[config.mk]
export PLATFORM = sky130hd
export DESIGN_NAME = smj_dealer
export DESIGN_NICKNAME = d
export VERILOG_FILES = /design/src/rtl/smj_dealer.sv
export SDC_FILE = /design/constraint.sdc
export NUM_CORES = 1
export LEC_CHECK = 0
export CAP_MARGIN = 20
export CELL_PAD_IN_SITES_DETAIL_PLACEMENT = 1
export CELL_PAD_IN_SITES_GLOBAL_PLACEMENT = 1
export CORE_ASPECT_RATIO = 1.5
export CORE_MARGIN = 1
export CORE_UTILIZATION = 29
export DETAILED_ROUTE_END_ITERATION = 12
export PLACE_DENSITY = 0.6
export RECOVER_POWER = 50
export SLEW_MARGIN = 10
export SYNTH_ARGS = -nofsm -noshare
export SYNTH_HDL_FRONTEND = slang
export SYNTH_SLANG_ARGS = --single-unit
[constraint.sdc]
create_clock -name clk -period 5 [get_ports clk]
set_clock_uncertainty 0.1 [all_clocks]
set_input_delay 0.5 -clock clk [delete_from_list [all_inputs] [get_ports clk]]
set_output_delay 0.5 -clock clk [all_outputs]
set_load 0.005 [all_outputs]
[src/rtl/smj_dealer.sv]
// Tile dealer: deals five legal codes, at most 4 copies each, from an LFSR-driven 136-tile wall.
// Latency >=5 DRAW cycles per hand; the hand is held in HOLD until out_valid&&out_ready, and controls act only in IDLE.
module smj_dealer #(
  parameter logic [15:0] SEED_DEFAULT = 16'hACE1,
  parameter int unsigned WALL_SIZE    = 136
) (
  input  logic        clk,
  input  logic        rst_n,
  input  logic        start,
  input  logic        shuffle,
  input  logic        seed_load,
  input  logic [15:0] seed,
  input  logic        out_ready,
  output logic        out_valid,
  output logic [5:0]  hand_n0,
  output logic [5:0]  hand_n1,
  output logic [5:0]  hand_n2,
  output logic [5:0]  hand_n3,
  output logic [5:0]  hand_n4,
  output logic        busy,
  output logic [7:0]  tiles_left,
  output logic        wall_empty
);

  typedef enum logic [1:0] {IDLE, DRAW, HOLD} state_t;

  localparam logic [7:0] WALL_FULL = 8'(WALL_SIZE);

  state_t      state;
  logic [15:0] lfsr;
  logic [15:0] lfsr_next;
  logic [2:0]  cnt [64];
  logic [2:0]  slot;
  logic [5:0]  hand [5];
  logic [5:0]  cand;
  logic        accept;

  function automatic logic is_legal(input logic [5:0] c);
    if (c[5:4] == 2'b00) return c[3:0] <= 4'd6;
    return c[3:0] <= 4'd8;
  endfunction

  assign cand       = lfsr[5:0];
  // cnt[...][2] set means the fourth copy has already been dealt
  assign accept     = is_legal(cand) && !cnt[cand][2];
  assign lfsr_next  = {lfsr[14:0], lfsr[15] ^ lfsr[13] ^ lfsr[12] ^ lfsr[10]};
  assign wall_empty = tiles_left < 8'd5;

  assign hand_n0 = hand[0];
  assign hand_n1 = hand[1];
  assign hand_n2 = hand[2];
  assign hand_n3 = hand[3];
  assign hand_n4 = hand[4];

  always_ff @(posedge clk or negedge rst_n) begin
    if (!rst_n) begin
      state      <= IDLE;
      lfsr       <= SEED_DEFAULT;
      tiles_left <= WALL_FULL;
      slot       <= '0;
      out_valid  <= 1'b0;
      busy       <= 1'b0;
      for (int i = 0; i < 64; i++) cnt[i] <= '0;
      for (int i = 0; i < 5; i++) hand[i] <= '0;
    end else begin
      case (state)
        IDLE: begin
          if (shuffle) begin
            tiles_left <= WALL_FULL;
            for (int i = 0; i < 64; i++) cnt[i] <= '0;
          end else if (seed_load) begin
            lfsr <= (seed == 16'h0000) ? SEED_DEFAULT : seed;
          end else if (start && !wall_empty) begin
            slot  <= '0;
            busy  <= 1'b1;
            state <= DRAW;
          end
        end
        DRAW: begin
          lfsr <= lfsr_next;
          if (accept) begin
            hand[slot] <= cand;
            cnt[cand]  <= cnt[cand] + 3'd1;
            slot       <= slot + 3'd1;
            if (slot == 3'd4) begin
              tiles_left <= tiles_left - 8'd5;
              busy       <= 1'b0;
              out_valid  <= 1'b1;
              state      <= HOLD;
            end
          end
        end
        HOLD: begin
          if (out_ready) begin
            out_valid <= 1'b0;
            state     <= IDLE;
          end
        end
        default: begin
          busy      <= 1'b0;
          out_valid <= 1'b0;
          state     <= IDLE;
        end
      endcase
    end
  end

endmodule

### Yosys cells after proc, flatten, opt, wreduce, memory -nomap -nowiden

Index checks and enable logic that the tools add are counted.

* bits in registers: 253
* input port bits: 22
* logic and storage cells: 166

* $add $sub $neg: 3
* $lt $le $gt $ge: 7
* equality and inequality tests: 11
* muxes and demuxes: 45
* bitwise gates (word level): 7
* reduce and logical (&&, ||, !) cells: 18

Operators by type and width (count)
* 2-to-1 mux 192 bit: 2
* one-hot mux 192 bit (2 select lines): 1
* bitwise mux 192 bit: 1
* 2-to-1 mux 16 bit: 3
* one-hot mux 16 bit (2 select lines): 1
* bitwise mux 30 bit: 1
* 2-to-1 mux 8 bit: 3
* 2-to-1 mux 3 bit: 7
* binary-select mux 3 bit (select 6 bit): 1
* demux 3 bit (select 6 bit): 1
* demux 6 bit (select 3 bit): 1
* logical NOT 16 bit: 1
* != test 2 bit (second input constant): 8
* one-hot mux 8 bit (2 select lines): 1
* 2-to-1 mux 2 bit: 6
* AND reduction 6 bit: 2
* 2-to-1 mux 1 bit: 11
* less-than comparator 8 x 3 -> 1 bit (second input constant): 1
* AND reduction 4 bit: 2
* subtractor 8 x 3 -> 8 bit (second input constant): 1
* >= comparator 7 bit (second input constant): 1
* less-than comparator 7 x 1 -> 1 bit (second input constant): 1
* NOT 6 -> 7 bit: 1
* adder 3 x 1 -> 3 bit (second input constant): 2
* other kinds (21): 31

### Longest topological paths before layout

* depth in word-level cells: 8
* gate-level depth with buffers: 18
* depth with buffers taken out: 11

### Least setup slack after synthesis

OpenSTA, ideal clock, no wires.

* path kind: register to register
* start: register lfsr[2]
* end: register cnt[185] (netlist bit)
* library setup time: 123 ps
* arrival time: 3678 ps
* data required time: 4777 ps
* path slack: 1098 ps
* cell stages (with the launch flop): 18
* buffers on the path: 7
* cells stage by stage: dfrtp_1 > buf_2 > buf_2 > buf_4 > buf_2 > buf_2 > mux2_2 > a22oi_1 > nor2_1 > a221oi_1 > o22ai_1 > or4b_2 > ha_1 > nand2_1 > or2_1 > clkbuf_1 > buf_2 > o2bb2ai_1

* word-level cells in the longest chain between the ends: 8

RTL lines
* from (decl): line 30 `logic [15:0] lfsr;`
* from (signal assigned): line 72 `lfsr <= (seed == 16'h0000) ? SEED_DEFAULT : seed;`
* from (signal assigned): line 80 `lfsr <= lfsr_next;`
* NOT 6 -> 7 bit (implied by the code): line 45, 83
* binary-select mux 3 bit (select 6 bit) (tied with other cells): line 45, 83
* 2-to-1 mux 3 bit (implied by the code) / logical AND 1 bit (equally long branches): line 45, 83
* 2-to-1 mux 3 bit, on equally long branches: line 45, 83
* adder 3 x 1 -> 3 bit (tied with other cells): line 83 `cnt[cand] <= cnt[cand] + 3'd1;`
* bitwise mux 192 bit / logical AND 1 bit (equally long branches): line 83, 45
* 2-to-1 mux 192 bit / != test 2 bit (equally long branches)
* one-hot mux 192 bit (2 select lines) / AND reduction 3 bit (equally long branches)
* to (signal, indexed assignment): line 83
* to (decl): line 32 `logic [2:0] cnt [64];`

Parallel ways exist; a longest one is shown, timed or not. The select of a mux whose other input is x is not followed.
A chain may end at the register's enable or synchronous reset.

### Worst setup path in the final report

* start: register lfsr[0]
* end: register hand (netlist bit hand_n0[5])

* word-level cells in the longest chain between the ends: 7

RTL lines
* NOT 6 -> 7 bit (implied by the code): line 45 `assign accept = is_legal(cand) && !cnt[cand][2];`
* binary-select mux 3 bit (select 6 bit): line 45
* 2-to-1 mux 3 bit (implied by the code) (2 in series): line 45
* logical NOT 1 bit: line 45
* logical AND 1 bit (*): line 45
* AND reduction 2 bit (no source line) (*)
* to (signal, indexed assignment): line 82 `hand[slot] <= cand;`
* to (decl): line 34 `logic [5:0] hand [5];`

Every way passes the cells marked *; elsewhere a longest branch is shown, timed or not. The select of a mux whose other input is x is not followed.

==> run_results.csv <==
group,metric,value,unit
synth,synth-main-ff-cell,"dfrtp_1",
placement,gp_congestion,0.829,
detailed_routing,drc,0,
global_route,grt_pass1_vias,9273,
timing,rsz0062_at_grt,"false",
clock_tree,cts_tree,"built",
timing,setup_slack,0.915,ns
detailed_routing,finalWirelength,34800,um
final_layout,area_delta_synth_final,19.6,%
global_route,grt_pass1_wl,55900,um
final_layout,layoutNonFillerInstCount,1545,
worst_setup_path,crit_path_max_fanout,27,
worst_setup_path,crit_path_start_kind,"register",
synth,synth_largest_area_cell,"dfrtp_1",
detailed_routing,vias,8161,
synth,synth_area_per_cell,11.4,um2
detailed_routing,firstDrtPassIters,4,
power,power_density,601,nW/um2
floorplanning,die_y,242,um
timing,fin_crit_sh,81.7,%
power,p_leak,5.78,nW
clock_tree,cts_buffer_depth,3,
floorplanning,initial_core_util,29.5,%
worst_setup_path,regToRegSetupSlack,0.92,ns
synth,synth_warnings,0,
detailed_routing,first_iter_violations,414,
worst_setup_path,cp-end-kind,"register",
worst_setup_path,required,5.33,ns
synth,synthTopCellsByArea,"dfrtp_1 (53%), o2bb2ai_1 (8.3%), nand2_1 (5.0%), and2_1 (4.8%), mux2_2 (4.4%)",
synth,synth_edf_count,0,
placement,portBuffers,62,
floorplanning,io_pins,63,
synth,ys_seq_area_share,55.1,%
synth,synth-seq-cells,245,
final_layout,layout-drive-gt1-share,15.8,%
detailed_routing,vias_per_cell,5.28,
global_route,grt_overflow,0,
worst_setup_path,r2r-end,"hand_n0[5]$_DFFE_PN0P_",
detailed_routing,drtAntennaViolNets,0,
timing,fmax,0.245,GHz
final_layout,design_area,13300,um2
hold_path,hold_end,"out_valid$_DFFE_PN0P_",
placement,dpl_worst_slack,0.895,ns
detailed_routing,drt-met1-wl,13800,um
clock_tree,cts-root-buf,"clkbuf_16",
floorplanning,die-area,39200,um2
hold_path,worstHoldPathType,"reg -> reg",
worst_setup_path,r2r-start,"lfsr[0]$_DFFE_PN1P_",
global_route,antenna_found_initial,0,
power,max-vdd-ir-drop,0.280,mV
run_status,violations,"capacitance limit, slew limit",
timing,slew_headroom,-115,%
detailed_routing,highest_layer,"met4",
final_layout,diodes,0,
run_status,status,"finished with violations",
floorplanning,die_x,162,um
floorplanning,rows,87,
detailed_routing,drt-wirelength-per-cell,22.5,um
clock_tree,cts_resized,0,
timing,fin_crit,4.08,ns
final_layout,nNetsFinal,1062,
final_layout,fillCellCount,4110,
placement,hpwl,23700,um
clock_tree,clk_latency,0.55,ns
global_route,grt_max_degree,121,
synth,async_reset_ff_share,100,%
clock_tree,h-tree-depth,1,
clock_tree,cts_buffers,26,
clock_tree,clkTransAtPathRegs,0.06,ns
timing,hold_violations,0,
timing,holdWs,0.377,ns
worst_setup_path,arrival,4.41,ns
timing,slew_viol_final,209,
hold_path,min_path_cells,1,
clock_tree,cts_hold_buffers,1,
worst_setup_path,critPathKind,"reg -> reg",
timing,setup_viol,0,
detailed_routing,dr_wl_met2,18300,um
floorplanning,core,37800,um2
synth,netlist_area,11100,um2
synth,syn_nets,1004,
timing,tightest_slew,3.23,ns
synth,synth_cell_types,57,
flow_run,cap_violations,2,
synth,synth_top_area_share,52.8,%
global_route,grtUsageTotal,18.4,%
clock_tree,clock-sinks,245,
placement,dpl_cell_area,12400,um2
detailed_routing,met3_wirelength,1290,um
synth,synth_cells,978,
clock_tree,post_cts_buffers,0,
placement,place_inst,1495,
worst_setup_path,r2r_cells,8,
hold_path,hp-start,"out_valid$_DFFE_PN0P_",
timing,setup_tns,0,ns
## critical path, stage by stage (launching register included)
cell and delay (ns):
dfstp_2 0.89, buf_12 0.29, mux4_2 0.53, mux2i_1 0.17, o22ai_1 0.12, or4_1 0.66
nor3_1 0.42, nand3_1 0.39, mux2_2 0.38
## power breakdown
group / internal, mW / switching [mW]
registers: 2.36 / 0.445
clock network: 1.27 / 0.845
logic: 1.17 / 1.91
## cell type report
type                       count  area [um2]  share of cell area [%]
multi-input combinational    655        4660                    35.0
tap                          489         612                    4.59
sequential                   245        6150                    46.1
timing repair buffer          99         923                    6.93
inverter                       9        33.8                   0.253
clock inverter                11         141                    1.06
clock buffer                  37         803                    6.03
## worst max path at each step
stage                              startpoint                endpoint  slack [ns]  depth (start not counted)
after global placement    lfsr[0]$_DFFE_PN1P_  hand_n0[0]$_DFFE_PN0P_        0.96                          8
after floorplan           lfsr[2]$_DFFE_PN0P_    cnt[185]$_DFFE_PN0P_        1.10                         17
after global routing                    rst_n    cnt[173]$_DFFE_PN0P_        0.38                          3
final                     lfsr[0]$_DFFE_PN1P_  hand_n0[5]$_DFFE_PN0P_        0.92                          8
after CTS                 lfsr[0]$_DFFE_PN1P_  hand_n0[5]$_DFFE_PN0P_        0.87                          8
after detailed placement  lfsr[0]$_DFFE_PN1P_  hand_n0[5]$_DFFE_PN0P_        0.90                          8
## cell families after synthesis
group | share of synthesized area (%)
compound gates | 14.6
mux | 11.1
xor+xnor | 0.393
buf+inv | 3.13
flops | 55.1
fa+ha+maj | 0.449
simple gates | 15.2
## cell usage after synthesis (5+ instances only)
cell,instances
dfrtp_1,235
nand2_1,149
o2bb2ai_1,105
and2_1,85
mux2_2,44
clkbuf_1,39
mux2i_1,36
o21ai_0,27
nor2_1,25
buf_2,21
a21oi_1,19
a22oi_1,17
mux4_2,17
nand3_1,13
o22ai_1,12
dfstp_2,10
inv_1,9
nor2b_1,9
a221oi_1,6
nor3_1,6
nor4_1,6
and3b_1,5
nand2b_1,5
nand4_1,5
nor3b_1,5
## layout by cell type (no fill, tap or decap), types with 10 or more instances in the layout
| cell | n |
|---|---|
| dfrtp_1 | 233 |
| dlygate4sd3_1 | 30 |
| dfstp_2 | 10 |
| and2_0 | 71 |
| nand2_1 | 148 |
| nand3_1 | 13 |
| buf_4 | 30 |
| a21oi_1 | 19 |
| mux2_2 | 44 |
| nor2_1 | 25 |
| clkdlybuf4s50_1 | 32 |
| mux2i_1 | 36 |
| o21ai_0 | 27 |
| mux4_2 | 17 |
| o22ai_1 | 12 |
| clkbuf_16 | 27 |
| o2bb2ai_1 | 105 |
| a22oi_1 | 17 |
| and2_1 | 14 |
## metal layers
layer	global-route usage, %	vias up
li1	-	3635
met1	21.3	4268
met2	33.7	194
met3	2.21	64
met4	7.38	0
met5	0	-
## sequential cells by signal, summed over array words and instances (netlist names)
name,count
hand_n3,6
cnt,184
state,2
tiles_left,8
hand_n0,6
busy,1
hand_n4,6
out_valid,1
hand_n1,6
slot,3
lfsr,16
hand_n2,6
## through the flow
step / power, mW / utilization, %
after global routing: 8.43 / 35.3
after detailed placement: 5.97 / 32.8
after CTS: 8.14 / 35.3
after floorplan: 4.55 / -
final: 8.00 / 35.3
after global placement: 5.94 / 32.8
Note: power is estimated with default switching activity, not from simulation.
